**src/rtl/dar_cmd_bridge.sv**
```systemverilog
// rtl/dar_cmd_bridge.sv - byte-stream command front end for the dar register array
// Header bit7 selects write (header+data) or read (header -> one response byte).
module dar_cmd_bridge #(
  parameter int ADDR_W  = 7,
  parameter int DATA_W  = 8,
  parameter int TIMEOUT = 255
) (
  input  logic              clk,
  input  logic              rst,
  input  logic [DATA_W-1:0] rx_data,
  input  logic              rx_valid,
  output logic              rx_ready,
  output logic [DATA_W-1:0] tx_data,
  output logic              tx_valid,
  input  logic              tx_ready,
  output logic [ADDR_W-1:0] reg_addr,
  output logic [DATA_W-1:0] reg_wdata,
  output logic              reg_w_en,
  output logic              reg_r_en,
  input  logic [DATA_W-1:0] reg_rdata,
  output logic              busy,
  output logic              err
);

  localparam int CNT_W = $clog2(TIMEOUT + 2);

  typedef enum logic [2:0] {
    S_IDLE,
    S_WDATA,
    S_WRITE,
    S_READ,
    S_RESP
  } state_t;

  state_t            state_q, state_d;
  logic              rx_ready_q, rx_ready_d;
  logic [DATA_W-1:0] tx_data_q, tx_data_d;
  logic              tx_valid_q, tx_valid_d;
  logic [ADDR_W-1:0] addr_q, addr_d;
  logic [DATA_W-1:0] wdata_q, wdata_d;
  logic              w_en_q, w_en_d;
  logic              r_en_q, r_en_d;
  logic              busy_q, busy_d;
  logic              err_q, err_d;
  logic [CNT_W-1:0]  cnt_q, cnt_d;
  logic [CNT_W-1:0]  cnt_inc;
  logic              rx_fire;
  logic              tx_fire;

  assign rx_fire = rx_valid & rx_ready_q;
  assign tx_fire = tx_valid_q & tx_ready;
  // Counter saturates so a disabled timeout never wraps back into range.
  assign cnt_inc = (cnt_q == {CNT_W{1'b1}}) ? cnt_q : cnt_q + 1'b1;

  always_comb begin
    state_d    = state_q;
    tx_data_d  = tx_data_q;
    tx_valid_d = tx_valid_q;
    addr_d     = addr_q;
    wdata_d    = wdata_q;
    cnt_d      = cnt_q;
    w_en_d     = 1'b0;
    r_en_d     = 1'b0;
    err_d      = 1'b0;
    case (state_q)
      S_IDLE: begin
        if (rx_fire) begin
          addr_d = rx_data[ADDR_W-1:0];
          if (rx_data[DATA_W-1]) begin
            state_d = S_WDATA;
            cnt_d   = '0;
          end else begin
            state_d = S_READ;
            r_en_d  = 1'b1;
          end
        end
      end
      S_WDATA: begin
        if (rx_fire) begin
          wdata_d = rx_data;
          w_en_d  = 1'b1;
          state_d = S_WRITE;
        end else begin
          cnt_d = cnt_inc;
          if ((TIMEOUT != 0) && (cnt_inc == CNT_W'(TIMEOUT))) begin
            err_d   = 1'b1;
            state_d = S_IDLE;
          end
        end
      end
      S_WRITE: begin
        state_d = S_IDLE;
      end
      S_READ: begin
        tx_data_d  = reg_rdata;
        tx_valid_d = 1'b1;
        state_d    = S_RESP;
      end
      S_RESP: begin
        if (tx_fire) begin
          tx_valid_d = 1'b0;
          state_d    = S_IDLE;
        end
      end
      default: begin
        state_d    = S_IDLE;
        tx_valid_d = 1'b0;
      end
    endcase
    // Handshake/status outputs are decoded from the next state so they stay registered.
    rx_ready_d = (state_d == S_IDLE) || (state_d == S_WDATA);
    busy_d     = (state_d != S_IDLE);
  end

  always_ff @(posedge clk) begin
    if (rst) begin
      state_q    <= S_IDLE;
      rx_ready_q <= 1'b1;
      tx_data_q  <= '0;
      tx_valid_q <= 1'b0;
      addr_q     <= '0;
      wdata_q    <= '0;
      w_en_q     <= 1'b0;
      r_en_q     <= 1'b0;
      busy_q     <= 1'b0;
      err_q      <= 1'b0;
      cnt_q      <= '0;
    end else begin
      state_q    <= state_d;
      rx_ready_q <= rx_ready_d;
      tx_data_q  <= tx_data_d;
      tx_valid_q <= tx_valid_d;
      addr_q     <= addr_d;
      wdata_q    <= wdata_d;
      w_en_q     <= w_en_d;
      r_en_q     <= r_en_d;
      busy_q     <= busy_d;
      err_q      <= err_d;
      cnt_q      <= cnt_d;
    end
  end

  assign rx_ready  = rx_ready_q;
  assign tx_data   = tx_data_q;
  assign tx_valid  = tx_valid_q;
  assign reg_addr  = addr_q;
  assign reg_wdata = wdata_q;
  assign reg_w_en  = w_en_q;
  assign reg_r_en  = r_en_q;
  assign busy      = busy_q;
  assign err       = err_q;

endmodule
```
**config.mk**
```make
export PLATFORM = sky130hd
export DESIGN_NAME = dar_cmd_bridge
export DESIGN_NICKNAME = d
export VERILOG_FILES = /design/src/rtl/dar_cmd_bridge.sv
export SDC_FILE = /design/constraint.sdc
export NUM_CORES = 1
export LEC_CHECK = 0
export ABC_AREA = 0
export CORE_MARGIN = 5
export CORE_UTILIZATION = 40
export DETAILED_ROUTE_END_ITERATION = 7
export HOLD_SLACK_MARGIN = 0.08
export PLACE_DENSITY = 0.67
export SLEW_MARGIN = 20
export SYNTH_ARGS = -nofsm -noshare
export SYNTH_HDL_FRONTEND = slang
export SYNTH_SLANG_ARGS = --single-unit
```
**constraint.sdc**
```tcl
create_clock -name clk -period 3.1 [get_ports clk]
set_input_delay 0.62 -clock clk [delete_from_list [all_inputs] [get_ports clk]]
set_output_delay 0.62 -clock clk [all_outputs]
set_load 0.01 [all_outputs]
```
; ---- Yosys cells after proc, flatten, opt, wreduce, memory -nomap -nowiden
; Index checks and enable logic that the tools add are counted.
[op_classes]
add_sub_neg = 1
n_eq_ne = 11
muxes = 16
bitwise = 6
reduce_logical = 13
[op_table]
columns = op, n
row1 = 2-to-1 mux 9 bit, 4
row2 = one-hot mux 9 bit (2 select lines), 1
row3 = 2-to-1 mux 3 bit, 4
row4 = one-hot mux 3 bit (4 select lines), 1
row5 = adder 9 x 1 -> 9 bit (second input constant), 1
row6 = equality test 9 x 8 -> 1 bit (second input constant), 1
row7 = equality test 9 bit (second input constant), 1
row8 = OR reduction 3 bit, 3
row9 = inequality test 2 bit (second input constant), 4
row10 = equality test 3 x 1 -> 1 bit (second input constant), 2
row11 = equality test 3 x 2 -> 1 bit (second input constant), 2
row12 = zero test 3 bit, 2
row13 = AND reduction 2 bit, 3
row14 = 2-to-1 mux 1 bit, 4
row15 = NOT 1 bit, 4
row16 = AND reduction 4 bit, 1
row17 = equality test 3 bit (second input constant), 1
row18 = one-hot mux 1 bit (3 select lines), 1
row19 = nonzero test 3 bit, 1
row20 = bitwise AND 1 bit, 2
row21 = 2-to-1 mux 2 bit, 1
row22 = nonzero test 2 bit, 1
row23 = OR reduction 2 bit, 1
row24 = logical OR 1 bit, 1
[totals]
ff_bits = 41
in_bits = 20
output_inout_bits = 29
word_cells = 58

; ---- Depth between registers and ports, before layout
[depth]
ltp_word = 8
depth_mapped = 6
mapped_depth_nobuf = 5

; ---- Least setup slack after synthesis
; Ideal clock, no wire load.
[synth_path]
kind = reg-to-reg
from = register cnt_q[0]
to = register busy_q (netlist: busy)
setup_time_ps = 122
t_arrival_ps = 1549
required_time_ps = 2978
setup_slack_ps = 1428
stages_incl_launch_ff = 5
n_path_buf = 0
period_less_slack_ps = 1672
cell_sequence = dfxtp_1 -> ha_1 -> xnor2_1 -> or4_4 -> a311o_1
[synth_between]
elab_chain_len = 7
elab_cells_between_ends = 8
cone_classes = add/sub: 1 / eq/ne: 2 / mux: 4 / reduce/logical: 1
[synth_lines]
columns = item, line
row1 = "start, declared", 45  ; logic [CNT_W-1:0] cnt_q, cnt_d;
row2 = "start signal, assigned", 139  ; cnt_q <= cnt_d;
row3 = adder 9 x 1 -> 9 bit / equality test 9 bit (equally long branches), 53  ; assign cnt_inc = (cnt_q == {CNT_W{1'b1}}) ? cnt_q : cnt_q + 1'b1;
row4 = 2-to-1 mux 9 bit (*), 53
row5 = equality test 9 x 8 -> 1 bit (*), 85  ; if ((TIMEOUT != 0) && (cnt_inc == CNT_W'(TIMEOUT))) begin
row6 = 2-to-1 mux 3 bit (*), 85
row7 = 2-to-1 mux 3 bit (*), 79  ; if (rx_fire) begin
row8 = one-hot mux 3 bit (4 select lines) (*), 65  ; case (state_q)
row9 = nonzero test 3 bit (*), 112  ; busy_d = (state_d != S_IDLE);
row10 = "end signal, assigned", 137  ; busy_q <= busy_d;
row11 = "end, declared", 43  ; logic busy_q, busy_d;
; Every way passes the cells marked *; elsewhere a longest branch is shown, timed or not.
; A chain may end at the register's enable or synchronous reset.

; ---- Worst setup path after layout
[layout_path]
from = register state_q[0]
to = register err_q (netlist: err)
[layout_between]
elab_chain_len = 3
[layout_lines]
columns = item, line
row1 = "start, declared", 35  ; state_t state_q, state_d;
row2 = "start signal, assigned", 129  ; state_q <= state_d;
row3 = equality test 3 x 1 -> 1 bit, 65
row4 = NOT 1 bit (no source line), n/a
row5 = OR reduction 3 bit (no source line), n/a
row6 = "end signal, assigned", 138  ; err_q <= err_d;
row7 = "end, declared", 44  ; logic err_q, err_d;
; Every way passes these cells.

==> impl_metrics.py <==
metrics = {
    "drt": {
        "viasPerCell": 5.23,
        "routed_wl_um": 4010,
        "num_vias": 1454,
        "drc": 0,
        "firstDrtPassIters": 4,
        "drtIter0Drc": 49,
        "drtAntennaViolNets": 0,
        "routedWlPerCell_um": 14.4,
    },
    "clock_network": {
        "cts_buffers": 5,
        "clock_latency_ps": 290,
        "ctsResizeCount": 0,
        "clock_sinks": 41,
        "ctsHoldBuffers": 0,
        "cts_setup_buffers": 0,
        "h-tree-depth": 2,
        "cts_tree": "done",
        "root_buffer": "clkbuf_8",
        "max-clock-path-buffers": 2,
        "clk_pin_slew_ps": 80,
    },
    "global_route": {
        "grt_antenna_before_repair": 0,
        "grt_use_total_pct": 15.3,
        "grt.overflow.total": 0,
        "grt_max_degree": 30,
        "grt_pass1_vias": 1541,
        "grt_pass1_wl_um": 6670,
    },
    "sta": {
        "setup_viol": 0,
        "fin_crit_sh_pct": 64.4,
        "slew_headroom_pct": 51.2,
        "slew_violations": 0,
        "max_freq_mhz": 501,
        "skew_ps": 10.5,
        "fin_crit_ps": 2000,
        "rsz0062_at_grt": "false",
        "fin_setup_tns_ps": 0,
        "tightest_slew_ps": 726,
        "hold_viol": 0,
        "layout_setup_ws_ps": 1100,
    },
    "final_layout": {
        "final_nets": 248,
        "drive_above_1_share_pct": 8.77,
        "areaGrowthSynthToFinish_pct": 35.1,
        "nFillCells": 386,
        "regArea_um2": 821,
        "antenna_cells": 0,
        "layout.cells.non_filler": 278,
        "multi_input_area_um2": 828,
    },
    "critical_path": {
        "crit_fanout": 12,
        "max_stage_delay_ps": 540,
        "slowest_stage": "dfxtp_1",
        "crit_family": "simple AND/OR/NAND/NOR gates",
        "crit_type": "reg -> reg",
        "arrival_ps": 2200,
        "reg2reg_slack_ps": 1100,
        "critPathBufInv": 0,
        "crit_required_ps": 3300,
        "worstSetupStartpointType": "register",
        "crit_chain": "or3b_2, nor2_2, nand2_1, nor4_1",
        "cp-end-kind": "register",
    },
    "yosys": {
        "ys.flop_type": "dfxtp_1",
        "ys_top_cells_by_area": "dfxtp_1, mux2i_1, nor2_1",
        "yosys_warnings": 0,
        "ys_seq_elements": 41,
        "synth-seq-area-share_pct": 47.8,
        "syn_area_per_cell_um2": 9.48,
        "async_reset_ff_share_pct": 0,
        "yosysMostFrequentCell": "dfxtp_1",
        "syn-cell-area_mm2": 0.00172,
        "synth.top_cell.area_share_pct": 47.8,
        "netlist_top_cells_count": "dfxtp_1, nor2_1, mux2i_1",
        "synth_top_area_cell": "dfxtp_1",
        "ys_types": 41,
        "synthCells": 181,
        "synth-edff-count": 0,
        "synth_fp_nets": 202,
    },
    "place": {
        "dp_cells": 270,
        "port_buffers": 48,
        "pre_cts_ws_ps": 784,
        "dpl.hpwl_um": 2940,
        "gp_congestion": 0.845,
    },
    "pwr": {
        "vdd_drop_max_uv": 290,
        "powerDensity_mw_per_mm2": 479,
        "leakage_nw": 0.939,
    },
    "min_path": {
        "min_path_type": "reg -> reg",
    },
    "floorplanning": {
        "ios": 49,
        "start_util_pct": 42.0,
        "die_x_um": 75.5,
        "dieArea_mm2": 0.00570,
        "coreArea_mm2": 0.00409,
        "fp-row-count": 23,
        "die_y_um": 75.5,
    },
    "job": {
        "drv_cap": 0,
    },
    "outcome": {
        "status": "complete, no violations",
    },
}
-- layer usage --
metal / vias up / global-route usage, % / part of all wire [%]
met1: 679 / 18.3 / 44
met4: 0 / 5.63 / 1.1
met2: 36 / 24.4 / 47
li1: 733 / - / -
met5: - / 0 / 0
met3: 6 / 6.46 / 7.5
-- worst min-delay path, delay by kind of cell (launching register included) --
family,cells,cell delay [ps]
flip-flops,1,320
AND/OR/NAND/NOR,1,60
AO/OA/AOI/OAI,1,60
-- report_power, final --
| part | switching [mW] | leakage, nW | internal, mW |
|---|---|---|---|
| Clock | 0.176 | 0.0542 | 0.201 |
| Sequential | 0.0186 | 0.333 | 0.549 |
| Combinational | 0.0756 | 0.552 | 0.0905 |
-- kinds of logic after synthesis --
family	count (synthesis)	synth area share [%]
AO/OA/AOI/OAI	29	10.7
buffers and inverters	15	3.94
AND/OR/NAND/NOR	69	21.8
flip-flops	41	47.8
multiplexers	24	14.0
adder cells (fa/ha/maj)	1	0.729
XOR/XNOR	2	1.02
-- placed cells by master (no fill, tap or decap), types with 2 or more instances in the layout --
cell type | netlist | final
mux2i_1 | 24 | 24
o21a_1 | 2 | 2
clkbuf_8 | 0 | 7
nand2_1 | 9 | 9
inv_1 | 5 | 5
and3_2 | 2 | 2
a211oi_1 | 2 | 2
nor3b_1 | 2 | 2
dfxtp_1 | 41 | 41
nor2_1 | 29 | 29
nor3_1 | 4 | 4
a31oi_1 | 2 | 2
a21oi_1 | 10 | 10
nand4_1 | 3 | 3
nand3_1 | 4 | 4
o21ai_0 | 6 | 6
o32ai_1 | 4 | 4
clkdlybuf4s50_1 | 0 | 48
-- area by class of cell --
cell class                 instances  share of cell area [%]
multi-input combinational        125                    35.7
clock buffer                       7                    4.15
inverter                           5                   0.809
clock inverter                     1                   0.216
tap                               50                    2.70
sequential                        41                    35.4
timing repair buffer              49                    21.0
-- sequential cells by signal, indices dropped and copies added, names as in the netlist, 3 cells and up --
| signal | cells |
|---|---|
| cnt_q | 9 |
| state_q | 3 |
| reg_wdata | 8 |
| reg_addr | 7 |
| tx_data | 8 |
-- final timing paths --
check / depth (start not counted) / start / end
setup / recovery: 4 / state_q[0] / err
hold / removal: 2 / tx_valid / tx_valid
setup reg to reg: 4 / state_q[0] / err
hold reg to reg: 2 / tx_valid / tx_valid
-- stage by stage --
step	hold slack [ps]	total power, mW	cell area (µm²)	util [%]
5_1_grt	509	1.17	2320	56.8
3_5_place_dp	472	0.746	2220	54.3
4_1_cts	482	1.13	2320	56.8
2_1_floorplan	473	0.670	1720	-
3_3_place_gp	462	0.743	2220	54.3
6_report	486	1.11	2320	56.8
Note: power is estimated with default switching activity, not from simulation.
